<file path="config.mk">
export PLATFORM = sky130hd
export DESIGN_NAME = bus_grant_scheduler_flat
export DESIGN_NICKNAME = d
export VERILOG_FILES = /design/src/rtl/bus_pkg.sv /design/src/rtl/bus_grant_scheduler_if.sv /design/src/rtl/rr_pick.sv /design/src/rtl/bus_grant_scheduler.sv /design/src/flat_wrapper.sv
export SDC_FILE = /design/constraint.sdc
export NUM_CORES = 1
export LEC_CHECK = 0
export ABC_AREA = 1
export CAP_MARGIN = 30
export CORE_UTILIZATION = 45
export CTS_BUF_LIST = sky130_fd_sc_hd__clkbuf_8
export CTS_CLUSTER_DIAMETER = 120
export DETAILED_ROUTE_END_ITERATION = 6
export MAX_ROUTING_LAYER = met4
export PLACE_DENSITY = 0.81
export SLEW_MARGIN = 15
export SYNTH_ARGS = -nofsm -noshare
export SYNTH_HDL_FRONTEND = slang
export SYNTH_SLANG_ARGS = --single-unit
</file>
<file path="constraint.sdc">
create_clock -name clk -period 1.7 [get_ports clk]
set_input_delay 0.255 -clock clk [delete_from_list [all_inputs] [get_ports clk]]
set_output_delay 0.255 -clock clk [all_outputs]
set_load 0.02 [all_outputs]
</file>
<file path="src/rtl/bus_pkg.sv">
// Shared types for the system bus: scheduler state encoding, transfer
// encodings and the index-width helper used by the scheduler and its interface.
package bus_pkg;

  typedef enum logic [1:0] {
    IDLE    = 2'd0,
    GRANTED = 2'd1,
    RELEASE = 2'd2
  } sched_state_t;

  typedef enum logic [1:0] {
    TRANS_IDLE   = 2'd0,
    TRANS_BUSY   = 2'd1,
    TRANS_NONSEQ = 2'd2,
    TRANS_SEQ    = 2'd3
  } bus_trans_t;

  // Owner index width; a single master still needs one bit.
  function automatic int idx_width(input int n);
    return (n > 1) ? $clog2(n) : 1;
  endfunction

endpackage

</file>
<file path="src/rtl/bus_grant_scheduler_if.sv">
// Request/grant bundle between the bus masters and the grant scheduler.
// Handshake: m_breq is a level held by a master until it is done with the bus;
// m_grant answers it one cycle later and stays up until txn_done, breq drop or timeout.
interface bus_grant_scheduler_if
  import bus_pkg::*;
#(
  parameter int MASTER_COUNT = 2
);
  localparam int IDX_W = idx_width(MASTER_COUNT);

  logic [MASTER_COUNT-1:0] m_breq;
  logic [MASTER_COUNT-1:0] m_lock;
  logic                    txn_done;
  logic                    err_clr;
  logic [MASTER_COUNT-1:0] m_grant;
  logic [IDX_W-1:0]        owner_idx;
  logic                    bus_busy;
  logic                    timeout_pulse;
  logic                    timeout_err;
  logic [1:0]              sched_state;

  modport master (
    output m_breq, m_lock, txn_done, err_clr,
    input  m_grant, owner_idx, bus_busy, timeout_pulse, timeout_err, sched_state
  );

  modport slave (
    input  m_breq, m_lock, txn_done, err_clr,
    output m_grant, owner_idx, bus_busy, timeout_pulse, timeout_err, sched_state
  );

endinterface

</file>
<file path="src/rtl/rr_pick.sv">
// Combinational round-robin picker: first set bit of req searching upward
// from last+1 with wrap-around.
module rr_pick #(
  parameter int N     = 2,
  parameter int IDX_W = 1
) (
  input  logic [N-1:0]     req,
  input  logic [IDX_W-1:0] last,
  output logic [IDX_W-1:0] idx,
  output logic             valid
);

  int cand;

  always_comb begin
    idx   = '0;
    valid = 1'b0;
    cand  = 0;
    // Walking i = 1..N visits every master once, ending on last itself.
    for (int i = 1; i <= N; i++) begin
      cand = (int'(last) + i) % N;
      if (!valid && req[cand[IDX_W-1:0]]) begin
        idx   = cand[IDX_W-1:0];
        valid = 1'b1;
      end
    end
  end

endmodule

</file>
<file path="src/rtl/bus_grant_scheduler.sv">
// Round-robin bus grant scheduler with per-master lock and a watchdog that
// revokes a grant that goes too long without a completed transfer.
module bus_grant_scheduler
  import bus_pkg::*;
#(
  parameter int MASTER_COUNT   = 2,
  parameter int TIMEOUT_CYCLES = 255
) (
  input  logic                 clk,
  input  logic                 reset_n,
  bus_grant_scheduler_if.slave bus
);

  localparam int IDX_W = idx_width(MASTER_COUNT);
  localparam int WD_W  = $clog2(TIMEOUT_CYCLES + 1);

  localparam logic [1:0] ST_IDLE    = IDLE;
  localparam logic [1:0] ST_GRANTED = GRANTED;
  localparam logic [1:0] ST_RELEASE = RELEASE;

  localparam logic [WD_W-1:0] WD_LAST = WD_W'(TIMEOUT_CYCLES - 1);
  localparam logic [WD_W-1:0] WD_MAX  = {WD_W{1'b1}};

  logic [1:0]       state;
  logic [IDX_W-1:0] owner_idx;
  logic [IDX_W-1:0] last_owner;
  logic [WD_W-1:0]  wd;
  logic [IDX_W-1:0] pick_idx;
  logic             pick_valid;
  logic             owner_req;
  logic             owner_lock;
  logic             timeout_hit;

  rr_pick #(
    .N     (MASTER_COUNT),
    .IDX_W (IDX_W)
  ) u_rr_pick (
    .req   (bus.m_breq),
    .last  (last_owner),
    .idx   (pick_idx),
    .valid (pick_valid)
  );

  assign owner_req  = bus.m_breq[owner_idx];
  assign owner_lock = bus.m_lock[owner_idx];
  // txn_done and a dropped request both outrank the watchdog in the same cycle.
  assign timeout_hit = (state == ST_GRANTED) && !bus.txn_done && owner_req &&
                       (wd == WD_LAST);

  always_ff @(posedge clk or negedge reset_n) begin
    if (!reset_n) begin
      state         <= ST_IDLE;
      owner_idx     <= '0;
      last_owner    <= IDX_W'(MASTER_COUNT - 1);
      wd            <= '0;
      bus.m_grant   <= '0;
      bus.bus_busy  <= 1'b0;
      bus.timeout_pulse <= 1'b0;
    end else begin
      bus.timeout_pulse <= 1'b0;
      case (state)
        ST_IDLE: begin
          if (pick_valid) begin
            owner_idx    <= pick_idx;
            bus.m_grant  <= MASTER_COUNT'(1) << pick_idx;
            bus.bus_busy <= 1'b1;
            wd           <= '0;
            state        <= ST_GRANTED;
          end
        end
        ST_GRANTED: begin
          if (bus.txn_done) begin
            if (owner_lock && owner_req) begin
              wd <= '0;
            end else begin
              bus.m_grant  <= '0;
              bus.bus_busy <= 1'b0;
              state        <= ST_RELEASE;
            end
          end else if (!owner_req) begin
            bus.m_grant  <= '0;
            bus.bus_busy <= 1'b0;
            state        <= ST_RELEASE;
          end else if (timeout_hit) begin
            bus.m_grant       <= '0;
            bus.bus_busy      <= 1'b0;
            bus.timeout_pulse <= 1'b1;
            state             <= ST_RELEASE;
          end else if (wd != WD_MAX) begin
            wd <= wd + 1'b1;
          end
        end
        ST_RELEASE: begin
          last_owner <= owner_idx;
          state      <= ST_IDLE;
        end
        default: begin
          bus.m_grant  <= '0;
          bus.bus_busy <= 1'b0;
          state        <= ST_IDLE;
        end
      endcase
    end
  end

  // Sticky error: a new timeout wins over a simultaneous clear.
  always_ff @(posedge clk or negedge reset_n) begin
    if (!reset_n) begin
      bus.timeout_err <= 1'b0;
    end else if (timeout_hit) begin
      bus.timeout_err <= 1'b1;
    end else if (bus.err_clr) begin
      bus.timeout_err <= 1'b0;
    end
  end

  assign bus.owner_idx   = owner_idx;
  assign bus.sched_state = state;

endmodule

</file>
<file path="src/flat_wrapper.sv">
// flat-port wrapper written by rule: the top's interface ports become plain ports
module bus_grant_scheduler_flat import bus_pkg::*;
#(
  parameter int MASTER_COUNT   = 2,
  parameter int TIMEOUT_CYCLES = 255
)
  (clk, reset_n, bus_m_breq, bus_m_lock, bus_txn_done, bus_err_clr, bus_m_grant, bus_owner_idx, bus_bus_busy, bus_timeout_pulse, bus_timeout_err, bus_sched_state);
  bus_grant_scheduler_if #(.MASTER_COUNT(MASTER_COUNT)) bus_i ();
  input  logic clk;
  input  logic reset_n;
  input wire logic [$bits(bus_i.m_breq)-1:0] bus_m_breq;
  input wire logic [$bits(bus_i.m_lock)-1:0] bus_m_lock;
  input wire logic [$bits(bus_i.txn_done)-1:0] bus_txn_done;
  input wire logic [$bits(bus_i.err_clr)-1:0] bus_err_clr;
  output wire logic [$bits(bus_i.m_grant)-1:0] bus_m_grant;
  output wire logic [$bits(bus_i.owner_idx)-1:0] bus_owner_idx;
  output wire logic [$bits(bus_i.bus_busy)-1:0] bus_bus_busy;
  output wire logic [$bits(bus_i.timeout_pulse)-1:0] bus_timeout_pulse;
  output wire logic [$bits(bus_i.timeout_err)-1:0] bus_timeout_err;
  output wire logic [$bits(bus_i.sched_state)-1:0] bus_sched_state;
  assign bus_i.m_breq = bus_m_breq;
  assign bus_i.m_lock = bus_m_lock;
  assign bus_i.txn_done = bus_txn_done;
  assign bus_i.err_clr = bus_err_clr;
  assign bus_m_grant = bus_i.m_grant;
  assign bus_owner_idx = bus_i.owner_idx;
  assign bus_bus_busy = bus_i.bus_busy;
  assign bus_timeout_pulse = bus_i.timeout_pulse;
  assign bus_timeout_err = bus_i.timeout_err;
  assign bus_sched_state = bus_i.sched_state;
  bus_grant_scheduler #(.MASTER_COUNT(MASTER_COUNT), .TIMEOUT_CYCLES(TIMEOUT_CYCLES)) u_core (.clk(clk), .reset_n(reset_n), .bus(bus_i));
endmodule
</file>
==> metrics.yaml, run 1 <==
grt_pass1_wl_mm: 4.10
cp.required_ps: 1440
setup_viol: 0
drtPass1Iterations: 4
fmax_mhz: 618
ctsRootBufferMaster: "clkbuf_8"
holdWs_ps: 341
slew_headroom_pct: 79.0
synthesis.nets: 160
worstSkewPairLatency_ps: 250
crit_fanout: 5
gp_congestion: 0.892
tns_ps: 0
drc: 0
crit_path_max_incr_delay_ps: 660
die_y_um: 50.1
hold_violations: 0
period_share_pct: 95.1
routed_wl_mm: 2.38
syn_area_um2: 1040
postCtsSetupBuffers: 0
grt_overflow_total: 0
ys_types: 21
cts.clk_slew.worst_paths_ps: 60
start_util_pct: 47.5
track_usage_pct: 22.5
drive_above_1_share_pct: 9.94
rsz0062_at_grt: "no"
dieArea_um2: 2510
cts_buffer_depth: 2
crit_path_end_kind: "output port"
utilization_pct: 58.7
vias_per_cell: 5.04
max_cap_viol_count: 0
cp.arrival_ps: 1360
cts_tree: "built"
status: "complete, no violations"
crit_path_top_delay_cell: "clkdlybuf4s50_1"
finalMaxSlewViolations: 0
die_x_um: 50.1
avgSynthCellArea_um2: 6.93
yosysSeqAreaShare_pct: 41.0
layout.nets: 182
hold_path_class: "in -> async"
tightest_slew_ps: 313
fill_cells: 223
p_per_area_nw_per_um2: 1280
num_antenna_cells: 0
grt_max_degree: 18
cp_cell_sequence: "clkdlybuf4s50_1"
post-route-min-period_ps: 1620
numClockSinks: 17
leakage_nw: 0.662
ioPinCount: 16
critPathBufInv: 1
coreArea_um2: 2190
syn_to_final_growth_pct: 23.6
dp_hpwl_mm: 1.84
synthCells: 150
antenna_found_initial: 0
cp_top_family: "buffers and inverters"
clock_skew_ps: 2.98
synth_seq_cells: 17
cts_hold_buffers: 0
wl_per_cell_um: 12.0
ys_warn_count: 0
startpoint_type: "register"
crit_type: "reg -> out"
num_rows: 17
cts_resized: 0
grt_pass1_vias: 983
reg2reg_slack_ps: 110
postRouteAntennaNets: 0
cts_made_buffers: 3
num_vias: 1002
port_buffers: 15
ir_drop_v: 0.000901
cts-htree-levels: 1
drt_iter0_markers: 17
[where the power goes]
group | internal (mW) | total (mW) | switching, mW | leakage (nW)
registers | 0.499 | 0.591 | 0.0913 | 0.224
logic | 0.287 | 0.759 | 0.472 | 0.411
clock network | 0.160 | 0.291 | 0.131 | 0.0269
total | 0.947 | 1.64 | 0.694 | 0.662
[stage by stage]
stage | total power, mW | instances | worst slack (ps) | instance area [um2]
after detailed placement | 1.35 | 195 | 4.66 | 1240
after floorplan | 1.07 | 150 | 382 | 1040
after global placement | 1.33 | 195 | 84.2 | 1240
final | 1.64 | 199 | 83.0 | 1280
after CTS | 1.65 | 199 | 70.4 | 1280
after global routing | 1.76 | 199 | 37.4 | 1280
[kinds of logic (layout without fill, tap and decap cells)]
group           count (synthesis)  after routing  synth area share, %
simple gates                   97             97                 42.4
buf+inv                        18             39                 6.50
flops                          17             17                 41.0
compound gates                 16             16                 7.70
fa+ha+maj                       2              2                 2.41
[layout by cell type (no fill, tap or decap)]
cell and instances:
buf_4 2, clkbuf_8 3, nor2_2 2, nand2_2 2, nor2_1 17, o21ai_0 14, nand3b_1 1, o21ai_1 1
nor4_1 1, clkdlybuf4s50_1 15, or2_2 1, inv_1 17, a21oi_1 1, nand3_1 11, nand3_2 1, dfstp_2 1
nand4_1 1, dfrtp_1 16, nor2_8 1, nor3b_1 1, nand2_1 56, nand2_4 2, ha_1 2, inv_2 2
[synth_stat cells (all sizes together)]
| master | instances | area share (%) |
|---|---|---|
| ha | 2 | 2.4 |
| nor2 | 20 | 9.3 |
| nor3b | 1 | 0.72 |
| o21ai | 15 | 7.2 |
| a21oi | 1 | 0.48 |
| nand4 | 1 | 0.60 |
| nor4 | 1 | 0.60 |
| nand3b | 1 | 0.72 |
| nand3 | 12 | 6.3 |
| dfstp | 1 | 2.5 |
| nand2 | 60 | 24 |
| inv | 18 | 6.5 |
| or2 | 1 | 0.60 |
| dfrtp | 16 | 39 |
[cell type report]
type                    instances  area [um2]  share of cell area, %
clock buffers                   3        41.3                   3.21
multi-input cells             115         546                   42.5
well taps                      28        35.0                   2.73
repair buffers                 17         165                   12.9
inverters                      18        67.6                   5.26
flip-flops and latches         17         427                   33.2
clock inverters                 1        3.75                  0.292
[sequential cells by signal, indices dropped and copies added (netlist names)]
name,cells
u_core.wd,8
u_core.bus.m_grant,2
u_core.bus.sched_state,2
u_core.bus.bus_busy,1
u_core.bus.owner_idx,1
u_core.bus.timeout_err,1
u_core.bus.timeout_pulse,1
u_core.last_owner,1
[final timing paths]
| kind | from | to | depth (start not counted) |
|---|---|---|---|
| worst max-delay path | u_core.bus.sched_state[0] | bus_sched_state[0] | 1 |
| worst min-delay path | reset_n | u_core.wd[4] | 2 |
| worst max register to register | u_core.wd[0] | u_core.wd[7] | 8 |
| worst min register to register | u_core.last_owner | u_core.last_owner | 2 |
| max in group asynchronous | reset_n | u_core.last_owner | 2 |
| min in group clk | u_core.last_owner | u_core.last_owner | 2 |
[routing by layer]
| metal | GRT usage, % | vias up | routed length (um) |
|---|---|---|---|
| li1 | - | 513 | - |
| met5 | - | - | 0 |
| met3 | 2.78 | 6 | 56 |
| met2 | 37.8 | 23 | 1180 |
| met4 | 12.4 | 0 | 56 |
| met1 | 25.5 | 460 | 1090 |
Power figures use the tool's default switching activity.
==> run 2: changes to the inputs <==
Settings changed: CAP_MARGIN 30 to default, CELL_PAD_IN_SITES_DETAIL_PLACEMENT from default to 0, CELL_PAD_IN_SITES_GLOBAL_PLACEMENT from default to 1, CORE_UTILIZATION 45 to 39, PLACE_DENSITY 0.81 to 0.93.
==> run 2 against run 1 <==
  * Register-to-register slack gained 60 ps
  * Non-clock buffer count unchanged
  * Clock-buffer cell count stayed put
  * Total power shrank 0.21%
  * Global-route usage is 4.3 points lower
  * Critical path depth unchanged
  * Critical endpoint is now bus_owner_idx
  * Largest cell class unchanged
==> metrics.yaml, run 2 (same netlist as run 1, synthesis figures left out) <==
status: "complete, no violations"
cts_made_buffers: 3
tns_ps: 0
setup_viol: 0
layout.nets: 182
cts_tree: "built"
rsz0062_at_grt: "no"
critPathBufInv: 1
gp_congestion: 0.859
grt_max_degree: 11
hold_path_class: "in -> async"
crit_path_max_incr_delay_ps: 640
numClockSinks: 17
dieArea_um2: 2880
slew_headroom_pct: 66.1
cp.arrival_ps: 1330
wl_per_cell_um: 11.1
grt_pass1_wl_mm: 3.55
holdWs_ps: 340
num_rows: 18
ir_drop_v: 0.000943
post-route-min-period_ps: 1590
largest_register_ffs: 8
die_y_um: 53.6
cts_buffer_depth: 2
coreArea_um2: 2500
ctsRootBufferMaster: "clkbuf_8"
syn_to_final_growth_pct: 23.9
drtPass1Iterations: 4
worstSkewPairLatency_ps: 250
p_per_area_nw_per_um2: 1270
grt_pass1_vias: 828
drc: 0
antenna_found_initial: 0
postRouteAntennaNets: 0
ioPinCount: 16
period_share_pct: 93.3
leakage_nw: 0.661
hold_violations: 0
start_util_pct: 41.6
routed_wl_mm: 2.22
cp.required_ps: 1440
layout_commonest_cell: "nand2_1"
r2r_cells: 9
cp.depth: 1
dp_hpwl_mm: 1.85
crit_path_top_delay_cell: "clkdlybuf4s50_1"
final_cell_mix: "nand2_1, nor2_1, inv_1, dfrtp_1, clkdlybuf4s50_1"
rr_startpoint: "u_core.wd[0]"
reg2reg_slack_ps: 170
cts_resized: 0
postCtsSetupBuffers: 0
track_usage_pct: 18.1
port_buffers: 15
crit_path_end_kind: "output port"
fmax_mhz: 631
tightest_slew_ps: 507
num_vias: 985
finalMaxSlewViolations: 0
num_antenna_cells: 0
clock_skew_ps: 1.35
crit_type: "reg -> out"
vias_per_cell: 4.90
cts.clk_slew.worst_paths_ps: 70
grt_overflow_total: 0
crit_fanout: 6
startpoint_type: "register"
regMostFlops: "u_core.wd"
drive_above_1_share_pct: 10.5
cp_top_family: "buffers and inverters"
drt_iter0_markers: 14
cp_cell_sequence: "clkdlybuf4s50_1"
die_x_um: 53.6
max_cap_viol_count: 0
reg2reg_to: "u_core.wd[7]"
cts_hold_buffers: 0
cts-htree-levels: 1
run 2: where the power goes:
group          switching [mW]  leakage [nW]  internal (mW)
combinational           0.464         0.411          0.289
sequential             0.0867         0.224          0.499
clock                   0.136        0.0255          0.162
total                   0.687         0.661          0.950
run 2: metal layers:
metal	routed length [um]	vias up	track usage, %	share of wire, %
met1	1060	449	21.7	48
met2	1080	18	30.8	49
met3	72	2	1.69	3.2
met4	10	0	7.89	0.45
li1	-	516	-	-
met5	0	-	-	0
run 2: cell type report:
| class | instances | area (um2) |
|---|---|---|
| sequential | 17 | 427 |
| timing repair buffer | 17 | 165 |
| inverter | 18 | 67.6 |
| multi-input combinational | 115 | 546 |
| clock inverter | 1 | 5.00 |
| tap | 30 | 37.5 |
| fill | 255 | 1210 |
| clock buffer | 3 | 41.3 |
run 2: stage by stage:
step	total power [mW]	setup WS (ps)	utilization [%]	cell area, um2	instances
6_report	1.64	115	51.6	1290	201
2_1_floorplan	1.07	382	-	1040	150
3_5_place_dp	1.35	34.6	49.7	1240	197
5_1_grt	1.75	38.5	51.6	1290	201
4_1_cts	1.65	105	51.6	1290	201
3_3_place_gp	1.34	66.5	49.7	1240	197
run 2: how the worst max path moves through the flow:
stage / start / endpoint / slack (ps)
CTS: u_core.bus.owner_idx / bus_owner_idx / 100
floorplan: u_core.wd[0] / u_core.wd[2] / 380
global placement: bus_txn_done / u_core.wd[3] / 70
detailed placement: bus_txn_done / u_core.wd[7] / 30
global route: u_core.wd[0] / u_core.wd[1] / 40
finish: u_core.bus.owner_idx / bus_owner_idx / 110
